$ cat config.mk
export PLATFORM = sky130hd
export DESIGN_NAME = demux14_rr_scheduler
export DESIGN_NICKNAME = d
export VERILOG_FILES = /design/src/rtl/demux14_rr_scheduler.sv
export SDC_FILE = /design/constraint.sdc
export NUM_CORES = 1
export LEC_CHECK = 0
export CAP_MARGIN = 5
export CORE_ASPECT_RATIO = 1.25
export CORE_MARGIN = 10
export CORE_UTILIZATION = 56
export DETAILED_ROUTE_END_ITERATION = 7
export PLACE_DENSITY_LB_ADDON = 0.15
export REMOVE_ABC_BUFFERS = 1
export SYNTH_ARGS = -nofsm -noshare
export SYNTH_HDL_FRONTEND = slang
export SYNTH_SLANG_ARGS = --single-unit
$ cat constraint.sdc
create_clock -name iCLK -period 5.2 [get_ports iCLK]
set_input_delay 0.52 -clock iCLK [delete_from_list [all_inputs] [get_ports iCLK]]
set_output_delay 0.52 -clock iCLK [all_outputs]
set_load 0.05 [all_outputs]
$ cat src/rtl/demux14_rr_scheduler.sv
// Round-robin scheduler feeding a 1-to-4 de-selector: grants one-bit tokens to requesting
// channels in rotation, holds select/data for HOLD_CYCLES with oEn high, then a low-oEn gap.
module demux14_rr_scheduler #(
  parameter int HOLD_CYCLES = 4,
  parameter int GAP_CYCLES  = 1
) (
  input  logic       iCLK,
  input  logic       iRST,
  input  logic       iValid,
  input  logic       iData,
  output logic       oReady,
  input  logic [3:0] iReq,
  output logic       oS1,
  output logic       oS0,
  output logic       oC,
  output logic       oEn,
  output logic [3:0] oGrant,
  output logic       oBusy,
  output logic [1:0] oDbgState
);

  typedef enum logic [1:0] {
    ST_IDLE = 2'd0,
    ST_HOLD = 2'd1,
    ST_GAP  = 2'd2
  } state_t;

  state_t     r_state;
  logic [7:0] r_cnt;
  logic [1:0] r_ptr;

  logic       w_open;
  logic       w_accept;
  logic       w_hit;
  logic [1:0] w_cand;
  logic [1:0] w_idx;

  // Handshake: a token moves when iValid && oReady at a rising edge; oReady never
  // depends on iValid. The last GAP cycle is already open, so a new token lands exactly
  // GAP_CYCLES low-oEn cycles after the previous transfer ended.
  assign w_open    = (r_state == ST_IDLE) || ((r_state == ST_GAP) && (r_cnt == 8'd0));
  assign oReady    = !iRST && w_open && (|iReq);
  assign w_accept  = iValid && oReady;
  assign oDbgState = r_state;

  // First requester after the last-granted channel, wrapping modulo 4.
  always_comb begin
    w_idx  = r_ptr;
    w_hit  = 1'b0;
    w_cand = r_ptr;
    for (int k = 1; k <= 4; k++) begin
      w_cand = r_ptr + 2'(k);
      if (!w_hit && iReq[w_cand]) begin
        w_idx = w_cand;
        w_hit = 1'b1;
      end
    end
  end

  always_ff @(posedge iCLK or posedge iRST) begin
    if (iRST) begin
      r_state <= ST_IDLE;
      r_cnt   <= 8'd0;
      r_ptr   <= 2'd3;
      oS1     <= 1'b0;
      oS0     <= 1'b0;
      oC      <= 1'b0;
      oEn     <= 1'b0;
      oGrant  <= 4'b0000;
      oBusy   <= 1'b0;
    end else if (w_accept) begin
      oC      <= iData;
      oS1     <= w_idx[1];
      oS0     <= w_idx[0];
      oGrant  <= 4'b0001 << w_idx;
      oEn     <= 1'b1;
      oBusy   <= 1'b1;
      r_ptr   <= w_idx;
      r_cnt   <= 8'(HOLD_CYCLES - 1);
      r_state <= ST_HOLD;
    end else begin
      case (r_state)
        ST_IDLE: begin
          r_state <= ST_IDLE;
        end
        ST_HOLD: begin
          // Requests dropping here do not matter: the transfer always runs to term.
          if (r_cnt == 8'd0) begin
            oEn     <= 1'b0;
            oGrant  <= 4'b0000;
            r_cnt   <= 8'(GAP_CYCLES - 1);
            r_state <= ST_GAP;
          end else begin
            r_cnt <= r_cnt - 8'd1;
          end
        end
        ST_GAP: begin
          if (r_cnt == 8'd0) begin
            oBusy   <= 1'b0;
            r_state <= ST_IDLE;
          end else begin
            r_cnt <= r_cnt - 8'd1;
          end
        end
        default: begin
          r_state <= ST_IDLE;
        end
      endcase
    end
  end

endmodule
==> summary by stage <==
Synth
The area fraction of the dominant cell type after synthesis is 0.393. The gate count of the mapped netlist is 130. The post-synthesis adder-cell area fraction is 0.0207.

The fraction of registers with async set or reset after synthesis is 1.00. The cell type contributing the most total cell area after synthesis is sky130_fd_sc_hd__dfrtp_1. The most frequently used cell type in the post-synthesis netlist is sky130_fd_sc_hd__dfrtp_1. In the synthesized netlist, the cells that appear most often are sky130_fd_sc_hd__dfrtp_1 (19), sky130_fd_sc_hd__nor2_1 (16), sky130_fd_sc_hd__o21ai_0 (9).

The post-synthesis area per instance is 9.32 um^2. The mapped cell area is 1210 um^2. The fraction of the mapped netlist area in compound gates is 0.245.

Of the total synthesized cell area, the portion taken by AND, OR, NAND and NOR gates is 0.206. The fraction of synthesized cell area in xor and xnor cells is 0.0217. For this run, the register share of the synthesized area comes to 0.436. After synthesis, the cell types taking the most area are sky130_fd_sc_hd__dfrtp_1 (39%), sky130_fd_sc_hd__nor2_1 (5.0%), sky130_fd_sc_hd__dfstp_2 (4.3%). The post-synthesis cell type count is 40. Yosys printed 0 warnings. The number of flops mapped to enable cells by yosys is 0. The proportion of synthesized area in mux cells is 0.0248. The main combinational cell family by area after synthesis is compound AO/OA/AOI/OAI gates. Among all flip-flop cells after synthesis, the most frequent one is sky130_fd_sc_hd__dfrtp_1. The total of flip-flops plus latches after synthesis is 21.

Clock tree
The clock slew at the register clock pins of the worst setup and hold paths is 0.12 ns. In this run the number of H-tree levels came out at 1. The number of CTS-inserted buffers is 3. No sink is reached through more buffers than the 2 on the longest clock path. After clock tree synthesis, the setup repair step added 0 buffers. Once the clock tree was built, the resizer swapped 0 gates to a different size. The number of hold-repair buffers added at the cts stage is 0. The tree is rooted in a sky130_fd_sc_hd__clkbuf_4. Counting every sink on the clock net gives 21.

The CTS tree is built. The insertion delay of the later-clocked pin in the worst-skew pair is 0.31 ns.

STA
The count of endpoints failing hold in the final timing report came to 0. The highest clock rate is 292 MHz. The total count of max-transition violations in the final report is 0.

The worst relative slew slack is 0.441. The final-report setup violation count is 0. The transition time of the tightest slew-check pin is 0.826 ns. The final period demand of the worst path is 3.43 ns. The setup clock skew after layout is 0.00207 ns.

The setup TNS is 0 ns. Setup repair after global routing left no endpoint under its margin. The fraction of the cycle the final worst path needs is 0.659.

Route
Dividing the detail-routed via count by the number of cells gives 6.29. The first-pass detailed-route iteration total is 4. In the final routed layout, each cell accounts on average for 17.3 um. The via count is 1057. The DRC violation count after routing is 0. The routed wire length is 2.91 mm.

The iteration-0 DRC count of the detailed router is 72. The count of nets left with antenna violations once routing finished came out at 0.

Critical path
STA puts the critical path data arrival time at 2.91 ns. The critical path required time is 4.68 ns. The worst setup path is launched from a flip-flop. The worst-path maximum fanout is 6. The endpoint type of the worst setup path is a primary output. Counting cells, the worst reg-to-reg path comes to 4. The reg-to-reg setup timing slack is 2.89 ns. The type of the worst setup path is reg -> out. The critical path starts at r_cnt[0]$_DFFE_PP0P_. In this run the critical register-to-register path is captured at oGrant[2]$_DFFE_PP0P_. In this run the critical register-to-register path is launched from oDbgState[0]$_DFFE_PP0P_.

GRT
The total global routing track utilization is 0.136. The initial antenna violation count is 0. The first-pass GRT wire length is 4.66 mm. The met2 global-route usage is 0.250. The global routing stage identified its most utilized layer as met2. The global routing met1 resource utilization is 0.135. Entering global routing, the biggest net connects 22 pins.

The via count of the first global-routing pass was 1071. For this run, global-route usage on met3 was measured as 0.0296. The residual overflow from global routing is 0.

Hold path
The endpoint of the worst hold-timing path is oC$_DFFE_PP0P_. The path class of the lowest-slack min-delay path is reg -> reg. The critical hold path startpoint is oC$_DFFE_PP0P_. The worst hold path was traced through 2 stages.

Floorplanning
Measured along the y axis, the die boundary spans 72.0 um. The die covers 4430 um^2. After floorplanning, the core was sized to cover 2030 um^2. The initial cell density of the core is 0.598. The placement row count is 18. The number of placed I/O pins is 20.

The horizontal die dimension is 61.6 um.

Final layout
The final instance area is 1420 um^2. At the end of the flow the core is filled with cells to 0.701. The antenna cell count is 0. Compared with the post-synthesis result, the final layout area differs by 17.3%. The count of nets after finishing is 159. The ratio of cells with drive above 1 in the final layout is 0.0743.

The fill cell instance count of the final layout is 161.

Power and ir drop
IR analysis of the VDD net gives a maximum drop of 0.000227 V. The completed layout was analyzed and its total power is 0.000280 W. The leakage dissipation is 0.631 nW. The power per cell area is 197 nW/um^2.

Place
The placed instances occupy a cell area of 1390 um^2. The sum of net half-perimeters after detailed placement is 2.15 mm. In this run the tool buffered the top-level ports with 19 buffer cells.

Routability-driven placement finished with a final weighted congestion of 0.829.

Run status
The run finished with clean final reports.

Run
The number of max-capacitance violations reported is 0.
## placed cells by master, fill, tap and decap left out, types with 2 or more instances in the layout
cell / synthesis / final
sky130_fd_sc_hd__o211ai_1: 2 / 2
sky130_fd_sc_hd__mux2i_1: 3 / 3
sky130_fd_sc_hd__a22o_1: 4 / 4
sky130_fd_sc_hd__nor3_1: 5 / 5
sky130_fd_sc_hd__clkbuf_4: 0 / 3
sky130_fd_sc_hd__a21o_1: 2 / 2
sky130_fd_sc_hd__nor2_1: 16 / 16
sky130_fd_sc_hd__a32o_1: 2 / 2
sky130_fd_sc_hd__clkdlybuf4s50_1: 0 / 19
sky130_fd_sc_hd__inv_1: 6 / 6
sky130_fd_sc_hd__a2bb2oi_1: 2 / 2
sky130_fd_sc_hd__xor2_1: 2 / 2
sky130_fd_sc_hd__ha_1: 2 / 2
sky130_fd_sc_hd__nand2_1: 8 / 8
sky130_fd_sc_hd__o22ai_1: 3 / 3
sky130_fd_sc_hd__o21a_1: 3 / 3
sky130_fd_sc_hd__o21ai_0: 9 / 9
sky130_fd_sc_hd__dfstp_2: 2 / 2
sky130_fd_sc_hd__dfrtp_1: 19 / 19
sky130_fd_sc_hd__nand2b_1: 6 / 6
sky130_fd_sc_hd__nor4b_1: 2 / 2
sky130_fd_sc_hd__a31oi_1: 2 / 2
sky130_fd_sc_hd__or3_1: 3 / 3
sky130_fd_sc_hd__a21oi_1: 7 / 7
## cell type report
class	count	area, um^2	area share
Timing Repair Buffer	19	190	0.134
Sequential cell	21	528	0.372
Multi-Input combinational cell	98	627	0.441
Clock inverter	1	5.00	0.00352
Tap cell	20	25.0	0.0176
Clock buffer	3	22.5	0.0159
Inverter	6	22.5	0.0159
## cells by family after synthesis
family / Yosys count
DFF: 21
buffers and inverters: 11
AOI/OAI and AO/OA: 42
muxes: 3
and+or+nand+nor: 48
xor gates and xnor gates: 3
adders and majority gates: 2
## critical path: stages, from the launching register on
cell	delay, ns
sky130_fd_sc_hd__dfrtp_1	0.44
sky130_fd_sc_hd__inv_1	0.10
sky130_fd_sc_hd__ha_1	0.14
sky130_fd_sc_hd__or3b_2	0.49
sky130_fd_sc_hd__o21ai_2	0.24
sky130_fd_sc_hd__nor4b_1	0.31
sky130_fd_sc_hd__clkdlybuf4s50_1	0.87
## layer usage
layer / vias up / routed length [um]
li1: 508 / -
met3: 4 / 142
met1: 515 / 1150
met5: - / 0
met4: 0 / 43
met2: 30 / 1570
## stage by stage
stage | hold slack, ns | setup WS [ns] | std cells
3_3_place_gp | 0.460 | 2.23 | 164
2_1_floorplan | 0.495 | 1.76 | 125
5_1_grt | 0.530 | 1.64 | 168
3_5_place_dp | 0.461 | 2.15 | 164
6_report | 0.487 | 1.77 | 168
4_1_cts | 0.491 | 1.79 | 168
## power breakdown
part / switching (W) / internal, W
combinational: 0.0000182 / 0.0000122
clock: 0.0000526 / 0.0000288
sequential: 0.00000165 / 0.000166
## sequential cells by signal, summed over array words and instances, names as in the netlist
signal,cells
oC,1
oS1,1
oGrant,4
oEn,1
r_cnt,8
oBusy,1
oS0,1
r_ptr,2
oDbgState,2
## worst max-delay path by stage
stage                   to  slack (ns)  cells past startpoint
detailed placement  oReady        2.15                      6
CTS                 oReady        1.79                      6
finish              oReady        1.77                      6
global placement    oReady        2.23                      6
global route        oReady        1.64                      6
floorplan           oReady        1.76                      5
Power figures use the tool's default switching activity.
